**config.mk**
```make
export PLATFORM = sky130hd
export DESIGN_NAME = fifo_sync_umbral
export DESIGN_NICKNAME = d
export VERILOG_FILES = /design/src/rtl/fifo_sync_umbral.sv
export SDC_FILE = /design/constraint.sdc
export NUM_CORES = 1
export LEC_CHECK = 0
export BUFFER_PORTS_ARGS = -buffer_cell sky130_fd_sc_hd__buf_2
export CAP_MARGIN = 5
export CORE_MARGIN = 8
export CORE_UTILIZATION = 53
export DETAILED_ROUTE_END_ITERATION = 6
export HOLD_SLACK_MARGIN = 0.12
export PLACE_DENSITY = 0.75
export SLEW_MARGIN = 20
export SYNTH_ARGS = -nofsm -noshare
export SYNTH_HDL_FRONTEND = slang
export SYNTH_SLANG_ARGS = --single-unit
```
**constraint.sdc**
```tcl
create_clock -name clk -period 3 [get_ports clk]
set_clock_uncertainty 0.15 [all_clocks]
set_input_delay 0 -clock clk [delete_from_list [all_inputs] [get_ports clk]]
set_output_delay 0 -clock clk [all_outputs]
set_load 0.02 [all_outputs]
```
**src/rtl/fifo_sync_umbral.sv**
```systemverilog
// -----------------------------------------------------------------------------
// fifo_sync_umbral
// Parametrised single-clock FIFO with occupancy count, programmable
// almost-full / almost-empty thresholds and one-cycle overflow / underflow
// pulses. FWFT selects registered-read output (0) or first-word-fall-through
// output (1).
//
// Ports:
//   clk           in   rising-edge clock
//   reset         in   asynchronous active-low reset
//   push          in   write request
//   pop           in   read request
//   FIFO_data_in  in   [data_width-1:0] write data
//   af_thr        in   [address_width:0] almost-full threshold (words)
//   ae_thr        in   [address_width:0] almost-empty threshold (words)
//   FIFO_data_out out  [data_width-1:0] read data
//   count         out  [address_width:0] occupancy 0..DEPTH
//   full          out  count == DEPTH
//   empty         out  count == 0
//   almost_full   out  count >= af_thr
//   almost_empty  out  count <= ae_thr
//   overflow      out  one-cycle pulse, push rejected
//   underflow     out  one-cycle pulse, pop rejected
// -----------------------------------------------------------------------------
module fifo_sync_umbral #(
    parameter int data_width    = 10,
    parameter int address_width = 3,
    parameter int FWFT          = 0
) (
    input  logic                     clk,
    input  logic                     reset,
    input  logic                     push,
    input  logic                     pop,
    input  logic [data_width-1:0]    FIFO_data_in,
    input  logic [address_width:0]   af_thr,
    input  logic [address_width:0]   ae_thr,
    output logic [data_width-1:0]    FIFO_data_out,
    output logic [address_width:0]   count,
    output logic                     full,
    output logic                     empty,
    output logic                     almost_full,
    output logic                     almost_empty,
    output logic                     overflow,
    output logic                     underflow
);

    localparam int                   DEPTH   = 1 << address_width;
    localparam logic [address_width:0] DEPTH_W = {1'b1, {address_width{1'b0}}};
    localparam logic [address_width:0] ZERO_W  = {(address_width+1){1'b0}};

    logic [data_width-1:0]    mem_r [0:DEPTH-1];
    logic [address_width-1:0] rd_ptr_r;
    logic [address_width-1:0] wr_ptr_r;
    logic [address_width:0]   count_r;
    logic [data_width-1:0]    dout_r;
    logic                     full_r;
    logic                     empty_r;
    logic                     af_r;
    logic                     ae_r;
    logic                     ovf_r;
    logic                     unf_r;
    // Set by reset until the first clock edge; almost_full must track
    // af_thr during that window because the flag has no registered value yet.
    logic                     fresh_r;

    logic                     pop_ok_s;
    logic                     push_ok_s;
    logic [address_width:0]   count_nxt_s;
    logic [address_width-1:0] rd_ptr_nxt_s;
    logic [address_width-1:0] wr_ptr_nxt_s;
    logic [data_width-1:0]    dout_nxt_s;

    // Acceptance, next-state occupancy, pointers and next output word.
    always_comb begin
        pop_ok_s     = pop & ~empty_r;
        push_ok_s    = push & (~full_r | pop_ok_s);
        count_nxt_s  = count_r + (address_width+1)'(push_ok_s)
                               - (address_width+1)'(pop_ok_s);
        rd_ptr_nxt_s = rd_ptr_r + address_width'(pop_ok_s);
        wr_ptr_nxt_s = wr_ptr_r + address_width'(push_ok_s);
        dout_nxt_s   = dout_r;
        if (FWFT != 0) begin
            if (count_nxt_s == ZERO_W) begin
                // Nothing left to present: keep the last word shown.
                dout_nxt_s = dout_r;
            end else if (push_ok_s && ((count_r - (address_width+1)'(pop_ok_s)) == ZERO_W)) begin
                // The new head is the word being written this cycle; memory
                // does not hold it yet, so bypass the input.
                dout_nxt_s = FIFO_data_in;
            end else begin
                dout_nxt_s = mem_r[rd_ptr_nxt_s];
            end
        end else begin
            if (pop_ok_s) begin
                dout_nxt_s = mem_r[rd_ptr_r];
            end else begin
                dout_nxt_s = dout_r;
            end
        end
    end

    // Storage array; not reset, and writes are blocked while reset is held.
    always_ff @(posedge clk) begin
        if (push_ok_s && reset) begin
            mem_r[wr_ptr_r] <= FIFO_data_in;
        end
    end

    // Pointers, count, output word and status flags.
    always_ff @(posedge clk or negedge reset) begin
        if (!reset) begin
            rd_ptr_r <= {address_width{1'b0}};
            wr_ptr_r <= {address_width{1'b0}};
            count_r  <= ZERO_W;
            dout_r   <= {data_width{1'b0}};
            full_r   <= 1'b0;
            empty_r  <= 1'b1;
            af_r     <= 1'b0;
            ae_r     <= 1'b1;
            ovf_r    <= 1'b0;
            unf_r    <= 1'b0;
            fresh_r  <= 1'b1;
        end else begin
            rd_ptr_r <= rd_ptr_nxt_s;
            wr_ptr_r <= wr_ptr_nxt_s;
            count_r  <= count_nxt_s;
            dout_r   <= dout_nxt_s;
            full_r   <= (count_nxt_s == DEPTH_W);
            empty_r  <= (count_nxt_s == ZERO_W);
            af_r     <= (count_nxt_s >= af_thr);
            ae_r     <= (count_nxt_s <= ae_thr);
            ovf_r    <= push & full_r & ~pop;
            unf_r    <= pop & empty_r;
            fresh_r  <= 1'b0;
        end
    end

    assign FIFO_data_out = dout_r;
    assign count         = count_r;
    assign full          = full_r;
    assign empty         = empty_r;
    assign almost_full   = fresh_r ? (af_thr == ZERO_W) : af_r;
    assign almost_empty  = ae_r;
    assign overflow      = ovf_r;
    assign underflow     = unf_r;

endmodule

```
### Yosys cells after proc, flatten, opt, wreduce, memory -nomap -nowiden

Memory sizes are Yosys's and may differ from the RTL's. A register that Yosys moved wholly into a read port is not among the register bits.
Index checks and enable logic that the tools add are counted.

* register bits: 17
* bits in writable memories: 80
* input port bits: 22
* output and inout port bits: 20
* word-level logic and storage cells: 34
* memories kept: 1

Memories
* mem_r: depth 8, width 10, read ports 1, clocked after memory_dff 1, write ports 1, RTL line 51 `logic [data_width-1:0] mem_r [0:DEPTH-1];`

* $add $sub $neg: 4
* magnitude comparators: 2
* equality and inequality tests: 1
* multiplexer cells: 3
* bitwise operators: 9
* reductions and logical operators: 4

Operator list (count)
* $logic_not 4->1: 2
* $add 3x1->3: 2
* $and 1x1->1: 5
* $add 4x1->4: 1
* $eq 4x4->1 const B: 1
* $ge 4x4->1: 1
* $le 4x4->1: 1
* $sub 4x1->4: 1
* $mux 1: 3
* $not 1->1: 3
* $logic_and 1x1->1: 1
* $logic_not 1->1: 1
* $or 1x1->1: 1

### Logic depth before layout (Yosys ltp)

* word-level depth: 7
* mapped depth: 12
* depth with buffers taken out: 12

### Least setup slack after synthesis

Ideal clock, no wire load.

* kind: flip-flop to flip-flop
* start: register empty_r, in the netlist empty
* end: register af_r
* arrival: 3.054 ns
* path slack: -0.330 ns
* stages on the path, launching flop included: 12
* clock period less this slack: 3.330 ns
* path through: dfstp_2 > nand2b_1 > inv_1 > clkbuf_1 > ha_1 > inv_1 > ha_1 > fa_1 > ha_1 > a21o_1 > maj3_2 > maj3_2

* cells in the longest elaborated chain, start to end: 7

RTL lines
* from (decl): RTL line 57 `logic empty_r;`
* from (signal assigned): RTL line 129 `empty_r <= (count_nxt_s == ZERO_W);`
* $not 1->1 (*): RTL line 75 `pop_ok_s = pop & ~empty_r;`
* $and 1x1->1 (*): RTL line 75
* named net pop_ok_s: RTL line 66 `logic pop_ok_s;`
* $or 1x1->1: RTL line 76 `push_ok_s = push & (~full_r | pop_ok_s);`
* $and 1x1->1: RTL line 76
* $add 4x1->4: RTL line 77 `count_nxt_s = count_r + (address_width+1)'(push_ok_s)`
* $sub 4x1->4 (*): RTL line 78 `- (address_width+1)'(pop_ok_s);`
* named net count_nxt_s[1]: RTL line 68 `logic [address_width:0] count_nxt_s;`
* $ge 4x4->1 (*): RTL line 130 `af_r <= (count_nxt_s >= af_thr);`
* to (signal assigned): RTL line 130
* to (decl): RTL line 58 `logic af_r;`

Mark *: on every way through the listed nets, which the timed path passes. The rest lies on a longest branch.

### Worst setup path in the final report

* start: register empty_r, in the netlist empty
* end: register af_r

* cells in the longest elaborated chain, start to end: 7

RTL lines (RTL line)
* $not 1->1 (*): 75
* $and 1x1->1 (*): 75
* $or 1x1->1: 76
* $and 1x1->1: 76
* $add 4x1->4: 77
* $sub 4x1->4 (*): 78
* named net count_nxt_s[1]: 68
* $ge 4x4->1 (*): 130

Marked as above.

==> out/qor.yml <==
wire_per_inst_um: 19.0
grt_max_degree: 42
n_antenna_cell: 0
syn_nets: 314
clk_path_buf_depth: 2
crit_start: "empty"
cts_root_buf: "clkbuf_8"
layout.cells.non_filler: 478
slew_headroom_pct: 64.7
vdd_ir_drop_max_mv: 0.518
synth-seq-cells: 107
violations: "setup timing"
met2_usage_pct: 27.6
status: "complete, but fails checks"
ys_seq_area_share_pct: 70.8
nets: 404
antenna_found_initial: 0
path_class: "reg2reg"
cts_tree: "built"
leakage_uw: 0.00219
tightest_slew_ps: 527
grt_pass1_vias: 2607
final_cell_mix: "edfxtp_1 (80), buf_2 (41), mux2i_1 (40)"
area_growth_pct: 22.1
max_freq_ghz: 0.329
pin_count: 42
dp_slack_ps: -117
min_period_ps: 3040
drc: 0
ys_types: 35
critPathMaxFanout: 4
utilization_pct: 65.7
synthFlopType: "edfxtp_1"
end_kind: "register"
worstSkewPairLatency_ps: 370
synth.avg_cell_area_sq_um: 15.7
yosysWarnings: 0
hold_viol_final: 0
drive_gt1_share_pct: 27.6
hp-start: "ae_thr[1]"
setup_ws_ps: -39.1
vias: 2569
holdWs_ps: 158
core_area_sq_um: 8090
rsz0062_at_grt: "yes"
die_h_um: 107
syn-cell-area_sq_um: 4360
synth_edf_count: 80
port_buffers: 41
grt_pass1_wl_mm: 14.0
first_pass_iters: 4
track_usage_pct: 16.3
via_per_inst: 5.37
final_common_cell: "edfxtp_1"
p_per_area_nw_per_um2: 899
min_period_over_period_pct: 101
cp.arrival_ps: 3140
wl_mm: 9.07
cts_inserted_buffers: 9
syn-instance-count: 278
grt-busiest-layer: "met2"
fin_tns_setup_ps: -76.3
use_met3_pct: 3.18
start_util_pct: 53.8
grt_overflow_total: 0
r2r-start: "empty"
hp-class: "in2reg"
async_reset_ff_share_pct: 25.2
antenna_left: 0
slew_viol_final: 0
clkSinkCount: 107
clk_pin_slew_ps: 100
place_inst: 436
hpwl_mm: 5.75
worst_setup_path_start_kind: "register"
finalSetupViolCount: 2
dieArea_sq_um: 11400
grtUsageMet1_pct: 19.6
routabilityCongestion: 0.775
required_ps: 3100
dr.first_iter.drc_count: 181
rows: 33
cap_violations: 0
cts_htree_levels: 3
dieWidth_um: 107
-- synth_stat cells, types with 2 or more instances --
| cell type | n | area (sq um) |
|---|---|---|
| nand2_1 | 22 | 82.6 |
| nor3_1 | 2 | 10.0 |
| ha_1 | 13 | 163 |
| and2_1 | 2 | 12.5 |
| a21o_1 | 2 | 15.0 |
| edfxtp_1 | 80 | 2400 |
| nand2b_1 | 3 | 18.8 |
| xor2_1 | 2 | 17.5 |
| clkbuf_1 | 4 | 15.0 |
| dfrtp_1 | 24 | 601 |
| xnor2_1 | 3 | 26.3 |
| nor4_1 | 2 | 12.5 |
| mux2i_1 | 40 | 400 |
| nor2b_1 | 3 | 18.8 |
| maj3_2 | 2 | 22.5 |
| buf_4 | 4 | 30.0 |
| dfstp_2 | 3 | 78.8 |
| nand3_1 | 11 | 55.1 |
| inv_1 | 13 | 48.8 |
| a22oi_1 | 21 | 158 |
| nor2_1 | 8 | 30.0 |
-- critical path, cell delays in order, from the launching register on --
cell	delay [ps]
dfstp_2	380
nand2b_4	160
a21boi_4	160
inv_2	60
ha_4	250
inv_2	40
ha_4	150
fa_2	600
ha_4	210
a21o_1	150
maj3_2	310
maj3_2	300
-- final cells by class --
class / count / area [sq um]
flip-flops and latches: 107 / 3080
clock buffers: 10 / 138
well taps: 105 / 131
inverters: 13 / 51.3
multi-input cells: 148 / 1230
clock inverters: 6 / 58.8
fillers: 568 / 2770
repair buffers: 89 / 631
-- path summary, 6_finish.rpt --
check / depth (start not counted) / endpoint / slack [ps]
worst max-delay path: 11 / af_r / -40
worst min-delay path: 6 / almost_empty / 160
worst max register to register: 11 / af_r / -40
worst min register to register: 2 / FIFO_data_out[4] / 330
max in group asynchronous: 4 / wr_ptr_r[0] / 1590
min in group asynchronous: 4 / FIFO_data_out[1] / 630
-- layer usage --
layer,routed length [um],part of all wire (%)
met3,524,5.8
met2,4730,52
met1,3590,40
met4,226,2.5
met5,0,0
-- state kept, by name, indices dropped and copies added (netlist names) --
name,count
FIFO_data_out,10
af_r,1
almost_empty,1
count,4
empty,1
fresh_r,1
full,1
mem_r,80
overflow,1
rd_ptr_r,3
underflow,1
wr_ptr_r,3
-- through the flow --
stage / power (uW) / area (sq um)
floorplan: 3310 / 4400
global placement: 3820 / 4850
detailed placement: 3900 / 4850
CTS: 4790 / 5290
global route: 5050 / 5320
finish: 4780 / 5320
-- power breakdown --
group	switching, uW	total (uW)	internal, uW
Sequential	132	1990	1850
Clock	512	854	342
Combinational	1070	1940	869
Total	1720	4780	3060
-- cells by family (layout without fill, tap and decap cells) --
group / count (synthesis) / after routing / share of synthesized area (%)
other cells: 1 / 1 / 0.0861
flops: 107 / 107 / 70.8
buf+inv: 23 / 118 / 2.36
simple gates: 56 / 56 / 6.21
compound gates: 27 / 27 / 4.83
fa+ha+maj: 17 / 17 / 4.94
xor+xnor: 6 / 6 / 1.38
mux: 41 / 41 / 9.45
-- what timing repair did --
action	CTS	global route
setup buffers	3	2
hold endpoints to repair	122	0
hold buffers	21	0
pin swaps	6	1
setup endpoints to repair	2	2
resized for setup	3	2
Note: power is estimated with default switching activity, not from simulation.
